--- config.mk ---
export PLATFORM = sky130hd
export DESIGN_NAME = fir_l3_output_serializer
export DESIGN_NICKNAME = d
export VERILOG_FILES = /design/src/rtl/fir_l3_pkg.sv /design/src/rtl/fir_block_fifo.sv /design/src/rtl/fir_l3_output_serializer.sv
export SDC_FILE = /design/constraint.sdc
export NUM_CORES = 1
export LEC_CHECK = 0
export BUFFER_PORTS_ARGS = -buffer_cell sky130_fd_sc_hd__buf_4
export CELL_PAD_IN_SITES_DETAIL_PLACEMENT = 1
export CELL_PAD_IN_SITES_GLOBAL_PLACEMENT = 2
export CORE_ASPECT_RATIO = 0.9
export CORE_MARGIN = 4
export CORE_UTILIZATION = 49
export DETAILED_ROUTE_END_ITERATION = 7
export PLACE_DENSITY_LB_ADDON = 0.2
export SYNTH_ARGS = -nofsm -noshare
export SYNTH_HDL_FRONTEND = slang
export SYNTH_SLANG_ARGS = --single-unit
--- constraint.sdc ---
create_clock -name clk -period 11.1 [get_ports clk]
set_clock_uncertainty 0.2 [all_clocks]
set_input_delay 3.33 -clock clk [delete_from_list [all_inputs] [get_ports clk]]
set_output_delay 3.33 -clock clk [all_outputs]
set_load 0.02 [all_outputs]
--- src/rtl/fir_l3_pkg.sv ---
// Shared types and constants for the 3-parallel FIR output path.
// Lanes are ordered oldest (index 0) to newest (index 2) in time.
package fir_l3_pkg;
    localparam int DATA_OUT_WIDTH = 64;
    localparam int LANES          = 3;

    typedef logic signed [DATA_OUT_WIDTH-1:0] sample_t;
    typedef sample_t [LANES-1:0]              block_t;

    typedef enum logic [1:0] {
        LANE0 = 2'd0,
        LANE1 = 2'd1,
        LANE2 = 2'd2
    } lane_e;
endpackage

--- src/rtl/fir_block_fifo.sv ---
// Block-wide FIFO: each entry holds all three lanes of one filter output block.
// Full/empty come from the occupancy count, so pointers simply wrap.
module fir_block_fifo
    import fir_l3_pkg::*;
#(
    parameter int W     = 64,
    parameter int DEPTH = 4,
    localparam int PW   = (DEPTH > 1) ? $clog2(DEPTH) : 1,
    localparam int LW   = $clog2(DEPTH + 1)
) (
    input  logic                      clk,
    input  logic                      reset_n,
    input  logic                      push,
    input  logic                      pop,
    input  logic [LANES-1:0][W-1:0]   din,
    output logic [LANES-1:0][W-1:0]   dout,
    output logic                      full,
    output logic                      empty,
    output logic [LW-1:0]             level
);
    logic [LANES-1:0][W-1:0] mem [DEPTH];
    logic [PW-1:0]           rptr;
    logic [PW-1:0]           wptr;

    assign full  = (level == LW'(DEPTH));
    assign empty = (level == '0);
    assign dout  = mem[rptr];

    // Payload needs no reset: it is never observed while the FIFO is empty.
    always_ff @(posedge clk) begin
        if (push) mem[wptr] <= din;
    end

    always_ff @(posedge clk or negedge reset_n) begin
        if (!reset_n) begin
            rptr  <= '0;
            wptr  <= '0;
            level <= '0;
        end else begin
            if (push) wptr <= wptr + PW'(1);
            if (pop)  rptr <= rptr + PW'(1);
            case ({push, pop})
                2'b10:   level <= level + LW'(1);
                2'b01:   level <= level - LW'(1);
                default: level <= level;
            endcase
        end
    end
endmodule

--- src/rtl/fir_l3_output_serializer.sv ---
// Turns 3-lane FIR output blocks into one time-ordered serial stream with
// valid/ready backpressure; blocks arriving while full are dropped and flagged.
module fir_l3_output_serializer
    import fir_l3_pkg::*;
#(
    parameter int DATA_OUT_WIDTH = 64,
    parameter int DEPTH          = 4,
    parameter int CNT_WIDTH      = 32,
    localparam int LW            = $clog2(DEPTH + 1)
) (
    input  logic                      clk,
    input  logic                      reset_n,
    input  logic                      blk_valid,
    output logic                      blk_ready,
    input  logic [DATA_OUT_WIDTH-1:0] blk_data_1,
    input  logic [DATA_OUT_WIDTH-1:0] blk_data_2,
    input  logic [DATA_OUT_WIDTH-1:0] blk_data_3,
    output logic                      out_valid,
    input  logic                      out_ready,
    output logic [DATA_OUT_WIDTH-1:0] out_data,
    output logic [1:0]                out_lane,
    output logic                      overflow,
    input  logic                      clear_overflow,
    output logic [LW-1:0]             level,
    output logic [CNT_WIDTH-1:0]      sample_count
);
    logic [LANES-1:0][DATA_OUT_WIDTH-1:0] head;
    logic                                 full;
    logic                                 empty;
    logic                                 push;
    logic                                 pop;
    logic                                 xfer;
    lane_e                                lane;
    lane_e                                lane_nxt;

    assign blk_ready = !full;
    assign push      = blk_valid && !full;
    assign out_valid = !empty;
    assign xfer      = out_valid && out_ready;
    assign pop       = xfer && (lane == LANE2);
    assign out_lane  = lane;

    fir_block_fifo #(
        .W     (DATA_OUT_WIDTH),
        .DEPTH (DEPTH)
    ) u_fifo (
        .clk     (clk),
        .reset_n (reset_n),
        .push    (push),
        .pop     (pop),
        .din     ({blk_data_3, blk_data_2, blk_data_1}),
        .dout    (head),
        .full    (full),
        .empty   (empty),
        .level   (level)
    );

    always_ff @(posedge clk or negedge reset_n) begin
        if (!reset_n) lane <= LANE0;
        else          lane <= lane_nxt;
    end

    always_comb begin
        lane_nxt = lane;
        if (empty) begin
            lane_nxt = LANE0;
        end else if (xfer) begin
            case (lane)
                LANE0:   lane_nxt = LANE1;
                LANE1:   lane_nxt = LANE2;
                default: lane_nxt = LANE0;
            endcase
        end
    end

    always_comb begin
        out_data = '0;
        if (out_valid) begin
            case (lane)
                LANE0:   out_data = head[0];
                LANE1:   out_data = head[1];
                LANE2:   out_data = head[2];
                default: out_data = '0;
            endcase
        end
    end

    // A drop in the same cycle as a clear keeps the flag set.
    always_ff @(posedge clk or negedge reset_n) begin
        if (!reset_n) begin
            overflow     <= 1'b0;
            sample_count <= '0;
        end else begin
            if (blk_valid && !blk_ready) overflow <= 1'b1;
            else if (clear_overflow)     overflow <= 1'b0;
            if (xfer) sample_count <= sample_count + CNT_WIDTH'(1);
        end
    end
endmodule

==> Flow_metrics.wiki <==
{| class="wikitable"
! Metric !! Value
|-
| Status || finished clean
|-
| Starting density of the core || 49.9%
|-
| Global-route wire length before repair || 107000 um
|-
| Number of stages on the worst setup path || 6
|-
| Clock period minus worst slack || 7610 ps
|-
| Start point of the worst min-delay path || sample_count[31]$_DFFE_PN0P_
|-
| Post-detailed-routing wire length || 70600 um
|-
| Port bufs || 300
|-
| Leading cell type in the layout, fill and taps excluded || sky130_fd_sc_hd__edfxtp_1
|-
| H-tree Lvls || 3
|-
| Average footprint of a synthesized cell || between 20 and 25 um2
|-
| Worst-case register-to-register setup slack || ~7400 ps
|-
| Vias in the first global route || 16800
|-
| Residual antenna-violating net count after detailed routing || 0
|-
| CTS tree || done
|-
| Number of sinks driven by the clock tree || 810
|-
| Top Layer Used || met5
|-
| Overall die area || approximately 0.067 mm2
|-
| Element type at the critical path end || primary output
|-
| Hold-fix buffers at CTS || 0
|-
| Post-Syn Instances || 1406
|-
| Count of warnings emitted by yosys || 0
|-
| Data arrival time of the critical path || 4080 ps
|-
| Worst-margin pin slew || 1160 ps
|-
| Cells on worst reg2reg path || 5
|-
| Delay of the slowest critical-path stage || 940 ps
|-
| Post-route worst hold slack || 286 ps
|-
| Place WS || 4110 ps
|-
| Pwr/cell area || 277 mW/mm2
|-
| Critical Path Most Common Cell || sky130_fd_sc_hd__buf_4
|-
| Resized Gates After CTS || 0
|-
| Worst path buffer plus inverter count || 3
|-
| Met2 Routed Length || 35200 um
|-
| Final number of max-transition violations || 0
|-
| Setup slack after layout || roughly 3500 ps
|-
| Final cell utilization of the core || between 50% and 60%
|-
| Maximum number of pins on one net before global-route repair || 78
|-
| Core region area || ~0.06 mm2
|-
| Achievable Freq || 0.131 GHz
|-
| Share of the clock period used by the worst path || roughly 69%
|-
| Weighted congestion at the end of routability-driven global placement || roughly 0.7
|-
| Netlist Area Pre-Place || 0.0308 mm2
|-
| Slowest cell on the critical path || sky130_fd_sc_hd__dfrtp_4
|-
| Share of synthesized area occupied by flip-flops and latches || 78.2%
|-
| Max capacitance violation total || 0
|-
| Amount of wire on met3 after detailed routing || 4510 um
|-
| HPWL Detailed || roughly 40000 um
|-
| Worst ir drop on vdd || 0.255 mV
|-
| Via density per instance || between 5 and 6
|-
| Cell Rows || 86
|-
| Commonest cells after routing, fill and taps aside || 768 x sky130_fd_sc_hd__edfxtp_1, 324 x sky130_fd_sc_hd__buf_4, 192 x sky130_fd_sc_hd__mux4_2
|-
| Proportion of synthesized flip-flops having asynchronous set or reset || 5.19%
|-
| Final instance count without filler cells || 2636
|-
| Clock input transition at the sequential cells of the worst setup and hold paths || 60 ps
|-
| Largest fanout on the critical path || 50
|-
| Clock latency at the later pin of the worst-skew pair || roughly 610 ps
|-
| Worst path required time || roughly 7600 ps
|-
| Ratio of cells with drive above 1 in the final layout || between 30% and 40%
|-
| Critical path cell sequence || buf_4 -> buf_4 -> mux4_2 -> a22oi_1 -> a21oi_1 -> buf_4
|-
| Filler cells || 5299
|-
| Flops & latches, synth || 810
|-
| Worst slew margin relative to its limit || 22.5%
|-
| Final total negative setup slack || 0 ps
|-
| Kind of critical path || reg2out
|-
| DRT Pass-1 Iters || 5
|-
| Global route total overflow || 0
|-
| Endpoint of the most critical setup path || out_data[41]
|-
| Reg-to-Reg Start || u_fifo.level[0]$_DFFE_PN0P_
|-
| Overall global routing resource usage || 21.4%
|-
| Clk buf depth || 3
|-
| I/O pin total || 301
|-
| Wire length on met1 || 29100 um
|-
| Hold Path Class || reg2reg
|-
| Starting DRT DRC Count || 1190
|-
| Via count || 15100
|-
| DR WL/cell || about 27 um
|-
| Number of nets in the final layout || 1944
|-
| Reg2reg end || u_fifo.mem[0][7]$_DFFE_PP_
|-
| Final Instance Area || around 0.036 mm2
|-
| Area delta synth->final || 18.3%
|-
| Cell area after placement || 0.0340 mm2
|-
| Leakage || 12.3 nW
|-
| Die Wd || 272 um
|-
| Setup violations, final || 0
|-
| Post-route DRC violation count || 0
|-
| Crit-path leading delay family || buffers and inverters
|-
| Number of placed cells counting well taps || 2493
|-
| Final hold violation count || 0
|-
| Die height || 246 um
|-
| Number of antenna violations at the first check in global routing || 11
|-
| Nets in the synthesized netlist || 1610
|-
| Cts bufs inserted || 81
|-
| Dominant register cell in the synthesized netlist || sky130_fd_sc_hd__edfxtp_1
|-
| Worst setup path start || u_fifo.rptr[1]$_DFFE_PN0P_
|-
| Critical Path Source Type || flop
|-
| Number of library cell types mapped by synthesis || 31
|-
| Unrepaired setup endpoints after global routing || false
|-
| Clock root buffer || sky130_fd_sc_hd__clkbuf_16
|-
| Number of setup buffers added after CTS || 0
|-
| Number of flops mapped to enable cells by yosys || 768
|-
| Total power after layout || 10.1 mW
|}
cell type report:
| cell class | instances | area, um2 | share of cell area (%) |
|---|---|---|---|
| diodes | 5 | 12.5 | 0.0343 |
| clock buffers | 100 | 2120 | 5.81 |
| clock inverters | 38 | 349 | 0.957 |
| inverters | 10 | 37.5 | 0.103 |
| multi-input cells | 512 | 6330 | 17.4 |
| flip-flops and latches | 810 | 24100 | 66.1 |
| well taps | 836 | 1050 | 2.87 |
| repair buffers | 325 | 2450 | 6.72 |
power breakdown:
group / internal, mW / switching, mW / leakage, nW / total, mW
Combinational: 1.37 / 1.92 / 3.48 / 3.28
Sequential: 4.02 / 0.222 / 7.59 / 4.24
Clock: 1.47 / 1.10 / 1.21 / 2.57
Total: 6.85 / 3.24 / 12.3 / 10.1
per-layer routing:
layer	vias to the layer above	global-route usage, %
met4	12	5.93
met5	-	0
li1	6532	-
met1	8034	29.3
met3	115	5.02
met2	451	35.1
logic make-up after synthesis:
family	Yosys count	share of synthesized area, %
AOI/OAI and AO/OA	130	2.65
xor gates and xnor gates	37	1.05
adders and majority gates	7	0.308
buffers and inverters	84	1.41
DFF	810	78.2
muxes	197	14.2
and+or+nand+nor	141	2.18
state kept, by name, indices dropped and copies added, names as in the netlist:
| signal | flops |
|---|---|
| out_lane | 2 |
| u_fifo.mem | 768 |
| u_fifo.level | 3 |
| sample_count | 32 |
| u_fifo.wptr | 2 |
| overflow | 1 |
| u_fifo.rptr | 2 |
synthesized netlist by cell type, types with 8 or more instances:
library cell               count  area, um2
sky130_fd_sc_hd__nand4_1      20        125
sky130_fd_sc_hd__inv_1        10       37.5
sky130_fd_sc_hd__dfrtp_1      42       1050
sky130_fd_sc_hd__and3_1        8       50.1
sky130_fd_sc_hd__mux4_2      192       4320
sky130_fd_sc_hd__clkbuf_1     28        105
sky130_fd_sc_hd__a21oi_1      64        320
sky130_fd_sc_hd__nor2_1       10       37.5
sky130_fd_sc_hd__buf_6         8       90.1
sky130_fd_sc_hd__buf_2        13       65.1
sky130_fd_sc_hd__xnor2_1      33        289
sky130_fd_sc_hd__nand2_1      76        285
sky130_fd_sc_hd__a22oi_1      64        480
sky130_fd_sc_hd__buf_1        13       48.8
sky130_fd_sc_hd__buf_4        11       82.6
sky130_fd_sc_hd__nand3_1      11       55.1
sky130_fd_sc_hd__edfxtp_1    768      23100
worst min path at each step:
stage | endpoint | slack [ps] | depth (start not counted)
4_1_cts | sample_count[31]$_DFFE_PN0P_ | 290 | 1
3_3_place_gp | sample_count[31]$_DFFE_PN0P_ | 270 | 1
5_1_grt | sample_count[29]$_DFFE_PN0P_ | 330 | 1
6_report | sample_count[31]$_DFFE_PN0P_ | 290 | 1
2_1_floorplan | u_fifo.wptr[0]$_DFFE_PN0P_ | 300 | 1
3_5_place_dp | sample_count[31]$_DFFE_PN0P_ | 280 | 1
(Power assumes the default switching activity.)
